File: config.mk
export PLATFORM = sky130hd
export DESIGN_NAME = legv8_instr_encoder
export DESIGN_NICKNAME = d
export VERILOG_FILES = /design/src/rtl/legv8_pkg.sv /design/src/rtl/legv8_encode.sv /design/src/rtl/legv8_instr_encoder.sv
export SDC_FILE = /design/constraint.sdc
export NUM_CORES = 1
export LEC_CHECK = 0
export CAP_MARGIN = 20
export CORE_MARGIN = 2
export CORE_UTILIZATION = 42
export CTS_CLUSTER_SIZE = 24
export DETAILED_ROUTE_END_ITERATION = 7
export PLACE_DENSITY = 0.82
export SLEW_MARGIN = 30
export SYNTH_ARGS = -nofsm -noshare
export SYNTH_HDL_FRONTEND = slang
export SYNTH_SLANG_ARGS = --single-unit
File: constraint.sdc
create_clock -name clk -period 4.03 [get_ports clk]
set_input_delay 0.6045 -clock clk [delete_from_list [all_inputs] [get_ports clk]]
set_output_delay 0.6045 -clock clk [all_outputs]
set_load 0.03 [all_outputs]
File: src/rtl/legv8_pkg.sv
// legv8_pkg: op codes, encoding constants, immediate limits and loader FSM states for the LEGv8 encoder
package legv8_pkg;
    typedef enum logic [2:0] {
        OP_ADD  = 3'd0,
        OP_SUB  = 3'd1,
        OP_AND  = 3'd2,
        OP_ORR  = 3'd3,
        OP_LDUR = 3'd4,
        OP_STUR = 3'd5,
        OP_CBZ  = 3'd6
    } op_e;
    typedef enum logic [1:0] {
        S_IDLE,
        S_LOAD,
        S_DONE
    } state_e;
    localparam logic [10:0] OPC_ADD  = 11'b10001011000;
    localparam logic [10:0] OPC_SUB  = 11'b11001011000;
    localparam logic [10:0] OPC_AND  = 11'b10001010000;
    localparam logic [10:0] OPC_ORR  = 11'b10101010000;
    localparam logic [10:0] OPC_LDUR = 11'b11111000010;
    localparam logic [10:0] OPC_STUR = 11'b11111000000;
    localparam logic [7:0]  OPC_CBZ  = 8'b10110100;
    localparam int D_IMM_MIN  = -256;
    localparam int D_IMM_MAX  = 255;
    localparam int CB_IMM_MIN = -262144;
    localparam int CB_IMM_MAX = 262143;
endpackage

File: src/rtl/legv8_encode.sv
// legv8_encode: combinational R/D/CB-format encoder with op and immediate-range checks
module legv8_encode
    import legv8_pkg::*;
(
    input  logic [2:0]  op,
    input  logic [4:0]  rd,
    input  logic [4:0]  rn,
    input  logic [4:0]  rm,
    input  logic [31:0] imm,
    output logic [31:0] word,
    output logic        err_op,
    output logic        err_range
);
    logic signed [31:0] simm;
    logic [10:0] opc;
    logic d_fmt, cb_fmt;
    assign simm = imm;
    always_comb begin
        d_fmt = op == OP_LDUR || op == OP_STUR;
        cb_fmt = op == OP_CBZ;
        opc = op == OP_ADD  ? OPC_ADD  :
              op == OP_SUB  ? OPC_SUB  :
              op == OP_AND  ? OPC_AND  :
              op == OP_ORR  ? OPC_ORR  :
              op == OP_LDUR ? OPC_LDUR : OPC_STUR;
        word = cb_fmt ? {OPC_CBZ, imm[18:0], rd} :
               d_fmt  ? {opc, imm[8:0], 2'b00, rn, rd} :
                        {opc, rm, 6'b000000, rn, rd};
        err_op = op == 3'd7;
        err_range = d_fmt  ? (simm < D_IMM_MIN || simm > D_IMM_MAX) :
                    cb_fmt ? (simm < CB_IMM_MIN || simm > CB_IMM_MAX) : 1'b0;
    end
endmodule

File: src/rtl/legv8_instr_encoder.sv
// legv8_instr_encoder: accepts symbolic LEGv8 instructions and writes encoded words sequentially into imem
module legv8_instr_encoder
    import legv8_pkg::*;
#(
    parameter int IMEM_DEPTH = 64,
    parameter int ADDR_W = $clog2(IMEM_DEPTH)
) (
    input  logic              clk,
    input  logic              reset,
    input  logic              start,
    input  logic              in_valid,
    output logic              in_ready,
    input  logic [2:0]        in_op,
    input  logic [4:0]        in_rd,
    input  logic [4:0]        in_rn,
    input  logic [4:0]        in_rm,
    input  logic [31:0]       in_imm,
    input  logic              in_last,
    output logic              imem_we,
    output logic [ADDR_W-1:0] imem_addr,
    output logic [31:0]       imem_wdata,
    output logic              busy,
    output logic              done,
    output logic [ADDR_W:0]   count,
    output logic              err_op,
    output logic              err_range
);
    localparam logic [ADDR_W:0] FULL = (ADDR_W+1)'(IMEM_DEPTH);
    state_e state, state_n;
    logic pend, ok, last, hs, restart, enc_err_op, enc_err_range;
    logic [31:0] word, enc;
    logic [ADDR_W:0] count_inc;
    legv8_encode u_enc (
        .op(in_op),
        .rd(in_rd),
        .rn(in_rn),
        .rm(in_rm),
        .imm(in_imm),
        .word(enc),
        .err_op(enc_err_op),
        .err_range(enc_err_range)
    );
    assign restart = start && state != S_LOAD;
    assign in_ready = state == S_LOAD && !pend && count < FULL;
    assign hs = in_valid && in_ready;
    assign count_inc = count + (ADDR_W+1)'(ok);
    assign imem_we = pend && ok && !reset;
    assign imem_addr = count[ADDR_W-1:0];
    assign imem_wdata = word;
    assign busy = state == S_LOAD;
    assign done = state == S_DONE;
    always_comb begin
        state_n = state;
        state_n = restart ? S_LOAD :
                  (state == S_LOAD && pend && (last || count_inc == FULL)) ? S_DONE : state;
    end
    always_ff @(posedge clk) begin
        if (reset) state <= S_IDLE;
        else state <= state_n;
    end
    always_ff @(posedge clk) begin
        if (reset) begin
            pend <= 1'b0;
            ok <= 1'b0;
            last <= 1'b0;
            word <= '0;
            count <= '0;
            err_op <= 1'b0;
            err_range <= 1'b0;
        end else if (restart) begin
            pend <= 1'b0;
            count <= '0;
            err_op <= 1'b0;
            err_range <= 1'b0;
        end else if (hs) begin
            pend <= 1'b1;
            ok <= !(enc_err_op || enc_err_range);
            last <= in_last;
            word <= enc;
            err_op <= err_op | enc_err_op;
            err_range <= err_range | enc_err_range;
        end else if (pend) begin
            pend <= 1'b0;
            count <= count_inc;
        end
    end
endmodule

-- Yosys cells after proc, flatten, opt, wreduce, memory -nomap -nowiden
Cells that the tools add are included.
- muxes and demuxes: 12
- $lt $le $gt $ge: 5
- reduce and logical (&&, ||, !) cells: 21
- $add $sub $neg: 1
- equality and inequality tests: 11
- bitwise gates (word level): 4
- operators by type and width (operator ; count):
    $mux 11 ; 4
    $gt 32x19->1 const B ; 1
    $gt 32x9->1 const B ; 1
    $lt 32x19->1 const B ; 1
    $lt 32x9->1 const B ; 1
    $mux 32 ; 1
    $mux 21 ; 1
    $eq 3x3->1 const B ; 4
    $logic_and 1x1->1 ; 8
    $add 7x1->7 ; 1
    $eq 7x7->1 const B ; 1
    $lt 7x7->1 const B ; 1
    $eq 3x2->1 const B ; 2
    $logic_or 1x1->1 ; 5
    $mux 1 ; 5
    $reduce_and 2->1 ; 2
    $eq 3x1->1 const B ; 1
    $logic_not 1->1 ; 3
    $logic_not 3->1 ; 1
    $eq 2x1->1 const B ; 1
    $eq 2x2->1 const B ; 1
    $mux 2 ; 1
    $ne 2x1->1 const B ; 1
    $not 1->1 ; 2
    other kinds (3) ; 4
- output and inout port bits: 51
- flip-flop bits (word level): 46
- word-level logic and storage cells: 63
- bits of input ports: 55

-- Logic depth before layout (Yosys ltp)
Gate-level depths: netlist of the first run.
- depth after elaboration: 7
- gate-level depth with buffers: 6
- gate-level depth less buffers: 6

-- Cells and area by module
From an unflattened synthesis of the first run, not the netlist that was laid out.
- cell total of the unflattened synthesis: 315
- area, all modules: 2402.3 um^2
- by module, submodules not included (module ; instances ; sequential area each (um^2) ; area an instance (um^2) ; cells each):
    legv8_instr_encoder ; 1 ; 920.9 ; 1860.5 ; 224
    legv8_encode ; 1 ; 0.0 ; 541.8 ; 91

-- Worst setup path after synthesis of the first run
OpenSTA, ideal clock, no wires.
- path type: input-to-output
- start point: input reset
- end point: output imem_we
- path slack: 2.008 ns
- data arrival time: 1.417 ns
- buffers on the path: 2
- data required time: 3.425 ns
- stages on the path: 3
- path through: clkbuf_1 -> buf_1 -> nor2_1
- cells in the longest elaborated chain, start to end: 2
- ends and longest elaborated chain (item ; line ; source):
    start, declared ; legv8_instr_encoder.sv:9 ; input logic reset,
    $logic_not 1->1 ; legv8_instr_encoder.sv:47 ; assign imem_we = pend && ok && !reset;
    $logic_and 1x1->1 ; legv8_instr_encoder.sv:47 ;
    end, declared ; legv8_instr_encoder.sv:19 ; output logic imem_we,
Every way passes these cells.

-- Worst setup path after layout of the first run
- start point: register pend
- end point: output in_ready
- cells in the longest elaborated chain, start to end: 3
- ends and longest elaborated chain (item ; line ; source):
    start, declared ; legv8_instr_encoder.sv:30 ; logic pend, ok, last, hs, restart, enc_err_op, enc_err_range;
    start signal, assigned ; legv8_instr_encoder.sv:63 ; pend <= 1'b0;
    start signal, assigned ; legv8_instr_encoder.sv:71 ; pend <= 1'b0;
    start signal, assigned ; legv8_instr_encoder.sv:76 ; pend <= 1'b1;
    $logic_not 1->1 ; legv8_instr_encoder.sv:44 ; assign in_ready = state == S_LOAD && !pend && count < FULL;
    $logic_and 1x1->1 (2 in series) ; legv8_instr_encoder.sv:44 ;
    end, declared ; legv8_instr_encoder.sv:12 ; output logic in_ready,
Every way passes these cells.

==> results.sh, run 1 <==
export IMPL_die_h_um=76.74
export IMPL_path_max_fanout=11
export IMPL_start_util_pct=43.51
export IMPL_antenna_cells=0
export IMPL_synth_avg_cell_area_um2=8.140
export IMPL_synth_commonest_cells="dfxtp_1, nand2_1, nor2_1, a21oi_1, clkbuf_1"
export IMPL_synth_top_cell_area_share_pct=41.44
export IMPL_ys_types=49
export IMPL_grt_total_usage_pct=22.39
export IMPL_synth_edf_count=0
export IMPL_status="finished, final reports clean"
export IMPL_dp_hpwl_um=4697
export IMPL_power_density_nw_per_um2=307.6
export IMPL_synth_most_common_cell="dfxtp_1"
export IMPL_pwr_share_comb_pct=20.0
export IMPL_postRouteAntennaNets=0
export IMPL_synthAdderAreaFrac_pct=1.577
export IMPL_viasPerCell=5.401
export IMPL_peakVddDrop_mv=0.1815
export IMPL_drtIter0Drc=118
export IMPL_clk_latency_ps=300
export IMPL_slowest_stage="clkdlybuf4s50_1"
export IMPL_ys_seq_elements=46
export IMPL_leakage_nw=1.194
export IMPL_cts_root_buffer="clkbuf_8"
export IMPL_async_reset_ff_share_pct=0
export IMPL_period_share_pct=66.21
export IMPL_synth_warnings=0
export IMPL_coreArea_um2=5107
export IMPL_grt_pass1_vias=2362
export IMPL_cts_buffers=5
export IMPL_clockBufferDepth=2
export IMPL_power_frac_seq_pct=46.9
export IMPL_finalWeightedCongestion=0.8427
export IMPL_finalHoldViolCount=0
export IMPL_syn_nets=330
export IMPL_ctsHtreeMaxLevel=2
export IMPL_yosysSeqAreaShare_pct=41.44
export IMPL_crit_path_cell_trace="or4b_4 > clkinv_2 > clkdlybuf4s50_1"
export IMPL_fin_tns_setup_ps=0
export IMPL_finalClockSkew_ps=14.03
export IMPL_synth_flop_cell="dfxtp_1"
export IMPL_post_route_util_pct=65.65
export IMPL_synthToLayoutAreaGrowth_pct=50.90
export IMPL_cts_tree="built"
export IMPL_arrival_ps=2060
export IMPL_p_sw_uw=274.4
export IMPL_die_x_um=76.74
export IMPL_syn_area_um2=2222
export IMPL_dpl_worst_slack_ps=1274
export IMPL_maxCapViolations=0
export IMPL_relSlewSlack_pct=35.98
export IMPL_power_share_clock_pct=33.2
export IMPL_slew_violations=0
export IMPL_drc=0
export IMPL_synth_xor_area_share_pct=2.759
export IMPL_clkTransAtPathRegs_ps=80
export IMPL_dieArea_um2=5888
export IMPL_p_int_uw=756.9
export IMPL_p_sw_share_pct=26.61
export IMPL_synth_simple_gate_area_share_pct=25.73
export IMPL_rows=26
export IMPL_hold_class="flop to flop"
export IMPL_cts_setup_buffers=0
export IMPL_critPathMaxStageDelay_ps=670
export IMPL_syn_inst=273
export IMPL_synth_top_family_by_area="simple AND/OR/NAND/NOR gates"
export IMPL_crit_type="flop to output pin"
export IMPL_antenna_found_initial=0
export IMPL_grt_setup_unrepaired="false"
export IMPL_path_buf_inv=2
export IMPL_ctsHoldBuffers=0
export IMPL_yosysTopAreaCell="dfxtp_1"
export IMPL_post_route_min_period_ps=2668
export IMPL_yosys_mux_area_fraction_pct=3.153
export IMPL_setup_violations=0
export IMPL_layout_cells_non_filler=434
export IMPL_worstMarginPinSlew_ps=958.4
export IMPL_fmax_ghz=0.3748
export IMPL_grt_ovfl_total=0
export IMPL_nets=420
export IMPL_vias=2344
export IMPL_cp_start_kind="flop"
export IMPL_clock_sinks=46
export IMPL_critPathRequiredTime_ps=3430
export IMPL_report_power_total_mw=1.031
export IMPL_drive_gt1_share_pct=3.846
export IMPL_post_dp_cell_area_um2=3243
export IMPL_ioPinCount=106
export IMPL_design_area_um2=3353
export IMPL_drt_wl_total_um=6395
export IMPL_grt_max_degree=41
export IMPL_end_kind="output pin"
export IMPL_dr_pass1_iters=4
export IMPL_dp_cells=426
export IMPL_wire_per_inst_um=14.74
export IMPL_synth_compound_area_share_pct=18.47
export IMPL_ctsResizeCount=0
export IMPL_grt_pass1_wl_um=10680
export IMPL_cp_top_family="buffers and inverters"
export IMPL_hold_ws_ps=456.3
export IMPL_io_buffers=105
export IMPL_nFillCells=449
export IMPL_setup_ws_ps=1362
export IMPL_synth_area_leaders="dfxtp_1, nand2_1, nor2_1"
[tightest hold or removal path, cell delays in order (launching register included)]
cell and delay (ps):
dfxtp_1 310, nand2_1 50, a21oi_1 50
[registers in the layout (all words and copies together) (netlist names)]
register    cells
ok              1
pend            1
err_range       1
err_op          1
state           2
last            1
count           7
imem_wdata     32
[cell families (layout without fill, tap and decap cells)]
logic type	count (synthesis)	in the layout
and+or+nand+nor	122	122
AOI/OAI and AO/OA	58	58
DFF	46	46
buffers and inverters	30	121
xor gates and xnor gates	7	7
muxes	7	7
adders and majority gates	3	3
[power by group through the flow]
stage | Combinational (mW) | Sequential [mW] | Clock (mW)
after floorplan | 0.0693 | 0.522 | 0
after global placement | 0.203 | 0.493 | 0
after detailed placement | 0.205 | 0.494 | 0
after CTS | 0.206 | 0.483 | 0.350
after global routing | 0.221 | 0.486 | 0.371
final | 0.206 | 0.483 | 0.342
[layout make-up]
| class | instances | area (um2) | share of cell area [%] |
|---|---|---|---|
| timing repair buffer | 106 | 1059 | 31.57 |
| clock inverter | 2 | 37.54 | 1.119 |
| sequential | 46 | 920.9 | 27.46 |
| inverter | 7 | 27.53 | 0.8209 |
| tap | 70 | 87.58 | 2.612 |
| multi-input combinational | 197 | 1149 | 34.25 |
| clock buffer | 6 | 72.57 | 2.164 |
[path summary, 6_finish.rpt]
check,from,endpoint,slack (ps),cells after the start
setup / recovery,pend$_SDFF_PP0_,in_ready,1360,3
hold / removal,imem_wdata[21]$_SDFFE_PP0P_,imem_wdata[21]$_SDFFE_PP0P_,460,2
setup reg to reg,pend$_SDFF_PP0_,ok$_SDFFE_PP0P_,1900,5
hold reg to reg,imem_wdata[21]$_SDFFE_PP0P_,imem_wdata[21]$_SDFFE_PP0P_,460,2
[cell usage in the layout, fill, tap and decap left out, types with 5 or more instances in the layout]
| cell | n |
|---|---|
| a211o_1 | 7 |
| xor2_1 | 5 |
| nand3_1 | 7 |
| inv_1 | 6 |
| nand2_1 | 43 |
| clkbuf_8 | 5 |
| nor4_1 | 6 |
| a311oi_1 | 5 |
| nand4_1 | 7 |
| mux2i_1 | 7 |
| dfxtp_1 | 46 |
| nor2_1 | 33 |
| clkdlybuf4s50_1 | 105 |
| nor3_1 | 9 |
| a21oi_1 | 22 |
[metal layers]
layer	track usage, %	up-vias	wire [um]
li1	-	1150	-
met1	24.94	1100	2541
met2	39.04	86	3133
met3	9.412	8	648
met4	6.182	0	70
met5	0	-	0
(Power assumes the default switching activity.)
==> run 2, diff against run 1 <==
- CORE_UTILIZATION: 42 -> 37
- PLACE_DENSITY: 0.82 -> 0.77
- clock period: 4.03 -> 2.3 ns (I/O delays scaled with it)
==> results.sh, run 2 (synthesis gave the netlist of run 1 again) <==
export IMPL_power_density_nw_per_um2=514.4
export IMPL_crit_type="flop to output pin"
export IMPL_met3_usage_pct=8.132
export IMPL_antenna_cells=0
export IMPL_hold_ws_ps=458.1
export IMPL_critPathRequiredTime_ps=1960
export IMPL_arrival_ps=1730
export IMPL_hold_class="flop to flop"
export IMPL_grtUsageMet1_pct=24.64
export IMPL_drc=0
export IMPL_largest_reg_flops=32
export IMPL_dieArea_um2=6641
export IMPL_coreArea_um2=5851
export IMPL_ioPinCount=106
export IMPL_p_sw_uw=500.9
export IMPL_grt_busiest_layer="met2"
export IMPL_maxCapViolations=0
export IMPL_drt_wl_total_um=6642
export IMPL_viasPerCell=5.274
export IMPL_io_buffers=105
export IMPL_nets=427
export IMPL_die_h_um=81.50
export IMPL_antenna_found_initial=0
export IMPL_start_util_pct=37.98
export IMPL_power_frac_seq_pct=48.2
export IMPL_fin_tns_setup_ps=0
export IMPL_cp_top_family="simple AND/OR/NAND/NOR gates"
export IMPL_rows=28
export IMPL_final_cell_mix="clkdlybuf4s50_1, dfxtp_1, nand2_1"
export IMPL_p_sw_share_pct=28.57
export IMPL_slowest_stage="or4b_4"
export IMPL_leakage_nw=1.229
export IMPL_clock_sinks=46
export IMPL_multi_input_area_um2=1149
export IMPL_post_route_min_period_ps=2076
export IMPL_cts_tree="built"
export IMPL_finalHoldViolCount=0
export IMPL_ctsHoldBuffers=0
export IMPL_peakVddDrop_mv=0.3464
export IMPL_postRouteAntennaNets=0
export IMPL_wire_per_inst_um=14.89
export IMPL_drive_gt1_share_pct=5.930
export IMPL_cp_start_kind="flop"
export IMPL_ctsHtreeMaxLevel=2
export IMPL_drtIter0Drc=136
export IMPL_finalClockSkew_ps=4.433
export IMPL_clk_latency_ps=300
export IMPL_grt_pass1_vias=2250
export IMPL_clockBufferDepth=2
export IMPL_slew_violations=0
export IMPL_post_route_util_pct=58.25
export IMPL_grt_max_degree=41
export IMPL_synthToLayoutAreaGrowth_pct=53.38
export IMPL_final_common_cell="clkdlybuf4s50_1"
export IMPL_nFillCells=518
export IMPL_dp_cells=438
export IMPL_path_max_fanout=5
export IMPL_fmax_ghz=0.4817
export IMPL_p_int_mw=1.252
export IMPL_end_kind="output pin"
export IMPL_grt_setup_unrepaired="false"
export IMPL_power_share_clock_pct=30.5
export IMPL_dpl_worst_slack_ps=270.1
export IMPL_regArea_um2=920.9
export IMPL_pwr_share_comb_pct=21.3
export IMPL_grt_pass1_wl_um=10520
export IMPL_dp_hpwl_um=5028
export IMPL_cts_root_buffer="clkbuf_8"
export IMPL_period_share_pct=90.25
export IMPL_status="finished, final reports clean"
export IMPL_setup_ws_ps=224.2
export IMPL_layout_cells_non_filler=446
export IMPL_crit_path_cell_trace="or4b_4 > clkinv_2 > dlygate4sd2_1"
export IMPL_grt_ovfl_total=0
export IMPL_clkTransAtPathRegs_ps=90
export IMPL_dr_pass1_iters=4
export IMPL_cts_buffers=5
export IMPL_setup_violations=0
export IMPL_worstMarginPinSlew_ps=421.1
export IMPL_grtUsageMet2_pct=33.85
export IMPL_grt_total_usage_pct=20.42
export IMPL_critPathMaxStageDelay_ps=590
export IMPL_relSlewSlack_pct=71.93
export IMPL_finalWeightedCongestion=0.8049
export IMPL_path_buf_inv=2
export IMPL_vias=2352
export IMPL_die_x_um=81.50
==> run 2: cell count changes in the layout (fill, tap and decap cells not counted), sizes merged <==
cell	before	now
buf	1	8
bufinv	1	0
clkdlybuf4s50	105	104
clkinv	1	2
dlygate4sd2	0	1
==> run 2: worst min-delay path, cell delays in order, from the launching register on <==
cell     delay [ps]
dfxtp_1         320
nand2_1          50
a21oi_1          50
==> run 2: area by class of cell <==
cell class | count | share of cell area [%]
clock buffer | 6 | 2.423
tap | 75 | 2.753
sequential | 46 | 27.02
clock inverter | 2 | 0.3671
inverter | 7 | 0.8076
timing repair buffer | 113 | 32.93
multi-input combinational | 197 | 33.70
==> run 2: power by group through the flow <==
stage	Combinational (mW)	Clock (mW)	Sequential (mW)
6_report	0.374	0.535	0.845
5_1_grt	0.402	0.574	0.849
4_1_cts	0.375	0.543	0.845
3_5_place_dp	0.375	0	0.863
3_3_place_gp	0.370	0	0.862
2_1_floorplan	0.122	0	0.915
==> run 2: path summary, 6_finish.rpt <==
kind / cells after the start / start / to / slack (ps)
worst min register to register: 2 / imem_wdata[3]$_SDFFE_PP0P_ / imem_wdata[3]$_SDFFE_PP0P_ / 460
worst min-delay path: 2 / imem_wdata[3]$_SDFFE_PP0P_ / imem_wdata[3]$_SDFFE_PP0P_ / 460
worst max register to register: 6 / count[6]$_SDFFE_PP0P_ / imem_wdata[29]$_SDFFE_PP0P_ / 440
worst max-delay path: 3 / count[6]$_SDFFE_PP0P_ / in_ready / 220
==> run 2: through the flow <==
step	cell area [um2]	total power, mW
finish	3408	1.753
global route	3408	1.824
global placement	3314	1.232
CTS	3408	1.763
detailed placement	3314	1.237
floorplan	2222	1.036
==> run 2: what timing repair did <==
action                                  in CTS  in global routing
gates resized for setup                      1                  0
setup buffers                                0                  0
endpoints found under the setup margin       1                  0
==> run 2: routing by layer <==
layer  vias up  part of all wire (%)  routed length [um]
met1      1096                    42                2761
met5         -                     0                   0
met3         8                   9.0                 595
met2        90                    48                3215
met4         0                   1.1                  70
li1       1158                     -                   -
==> run 3, diff against run 2 <==
- SETUP_SLACK_MARGIN: default -> 0.4
- TNS_END_PERCENT: default -> 1
==> results.sh, run 3 (synthesis gave the netlist of run 1 again) <==
export IMPL_start_util_pct=37.98
export IMPL_drtIter0Drc=136
export IMPL_power_density_nw_per_um2=513.8
export IMPL_io_buffers=105
export IMPL_post_route_util_pct=58.32
export IMPL_final_common_cell="clkdlybuf4s50_1"
export IMPL_critPathRequiredTime_ps=1960
export IMPL_ioPinCount=106
export IMPL_grt_setup_unrepaired="true"
export IMPL_wire_per_inst_um=14.89
export IMPL_cp_start_kind="flop"
export IMPL_grt_total_usage_pct=20.42
export IMPL_antenna_found_initial=0
export IMPL_hold_ws_ps=458.1
export IMPL_post_route_min_period_ps=1973
export IMPL_clockBufferDepth=2
export IMPL_period_share_pct=85.79
export IMPL_drt_wl_total_um=6643
export IMPL_setup_violations=0
export IMPL_status="finished, final reports clean"
export IMPL_path_max_fanout=5
export IMPL_dieArea_um2=6641
export IMPL_crit_path_cell_trace="or4b_4 > clkinv_2 > clkdlybuf4s15_2"
export IMPL_worstMarginPinSlew_ps=421.4
export IMPL_maxCapViolations=0
export IMPL_synthToLayoutAreaGrowth_pct=53.55
export IMPL_r2r_setup_slack_ps=430
export IMPL_coreArea_um2=5851
export IMPL_cts_root_buffer="clkbuf_8"
export IMPL_grt_max_degree=41
export IMPL_cp_top_family="simple AND/OR/NAND/NOR gates"
export IMPL_finalWeightedCongestion=0.8049
export IMPL_dp_hpwl_um=5028
export IMPL_clock_sinks=46
export IMPL_met3_usage_pct=8.132
export IMPL_dr_pass1_iters=4
export IMPL_die_h_um=81.50
export IMPL_drive_gt1_share_pct=6.199
export IMPL_ctsHtreeMaxLevel=2
export IMPL_nets=427
export IMPL_rows=28
export IMPL_crit_type="flop to output pin"
export IMPL_vias=2356
export IMPL_clk_latency_ps=300
export IMPL_leakage_nw=1.249
export IMPL_grtUsageMet2_pct=33.85
export IMPL_layout_cells_non_filler=446
export IMPL_cts_tree="built"
export IMPL_final_cell_mix="clkdlybuf4s50_1, dfxtp_1, nand2_1"
export IMPL_fin_tns_setup_ps=0
export IMPL_report_power_total_mw=1.753
export IMPL_cts_buffers=5
export IMPL_arrival_ps=1630
export IMPL_path_buf_inv=2
export IMPL_grt_busiest_layer="met2"
export IMPL_slowest_stage="or4b_4"
export IMPL_postRouteAntennaNets=0
export IMPL_die_x_um=81.50
export IMPL_grt_ovfl_total=0
export IMPL_viasPerCell=5.283
export IMPL_grtUsageMet1_pct=24.64
export IMPL_hold_class="flop to flop"
export IMPL_critPathMaxStageDelay_ps=590
export IMPL_dp_cells=438
export IMPL_slew_violations=0
export IMPL_antenna_cells=0
export IMPL_fmax_ghz=0.5068
export IMPL_largest_reg_flops=32
export IMPL_clkTransAtPathRegs_ps=90
export IMPL_end_kind="output pin"
export IMPL_finalHoldViolCount=0
export IMPL_relSlewSlack_pct=71.91
export IMPL_finalClockSkew_ps=4.433
export IMPL_peakVddDrop_mv=0.3465
export IMPL_grt_pass1_vias=2250
export IMPL_drc=0
export IMPL_grt_pass1_wl_um=10520
-- run 3: worst paths after layout --
kind | from | end | cells past startpoint
hold / removal | imem_wdata[3]$_SDFFE_PP0P_ | imem_wdata[3]$_SDFFE_PP0P_ | 2
hold reg to reg | imem_wdata[3]$_SDFFE_PP0P_ | imem_wdata[3]$_SDFFE_PP0P_ | 2
setup / recovery | count[6]$_SDFFE_PP0P_ | in_ready | 3
setup reg to reg | count[6]$_SDFFE_PP0P_ | imem_wdata[29]$_SDFFE_PP0P_ | 6
-- run 3: worst reg2reg max path: cells and delay by family, from the launching register on --
family	cells	cell delay, ps
simple gates	3	810
compound gates	1	250
flops	1	350
buf+inv	2	330
-- run 3: through the flow --
step / setup WS [ps] / instance area (um2)
after global placement: 297.5 / 3314
after global routing: 267.8 / 3412
after floorplan: 435.3 / 2222
after detailed placement: 270.1 / 3314
final: 326.8 / 3412
after CTS: 291.7 / 3410
-- run 3: what timing repair did --
item | in CTS | in global routing
endpoints found under the setup margin | 4 | 18
buffers inserted | 0 | 0
hold buffers | 0 | 0
resized for setup | 4 | 1
-- run 3: per-layer routing --
layer / wire length, um / share of wire [%]
met1: 2753 / 41
met2: 3218 / 48
met5: 0 / 0
met3: 600 / 9.0
met4: 70 / 1.1
-- run 3: report_power, final --
| group | total (mW) | switching [mW] | internal, mW |
|---|---|---|---|
| Sequential | 0.845 | 0.0181 | 0.827 |
| Clock | 0.535 | 0.293 | 0.242 |
| Combinational | 0.373 | 0.190 | 0.183 |
| Total | 1.75 | 0.501 | 1.25 |
-- run 3: cell type report --
class,count,area (um2)
Timing Repair Buffer,113,1126
Clock inverter,2,12.51
Multi-Input combinational cell,197,1149
Inverter,7,27.53
Tap cell,75,93.84
Fill cell,517,2439
Sequential cell,46,920.9
Clock buffer,6,82.58
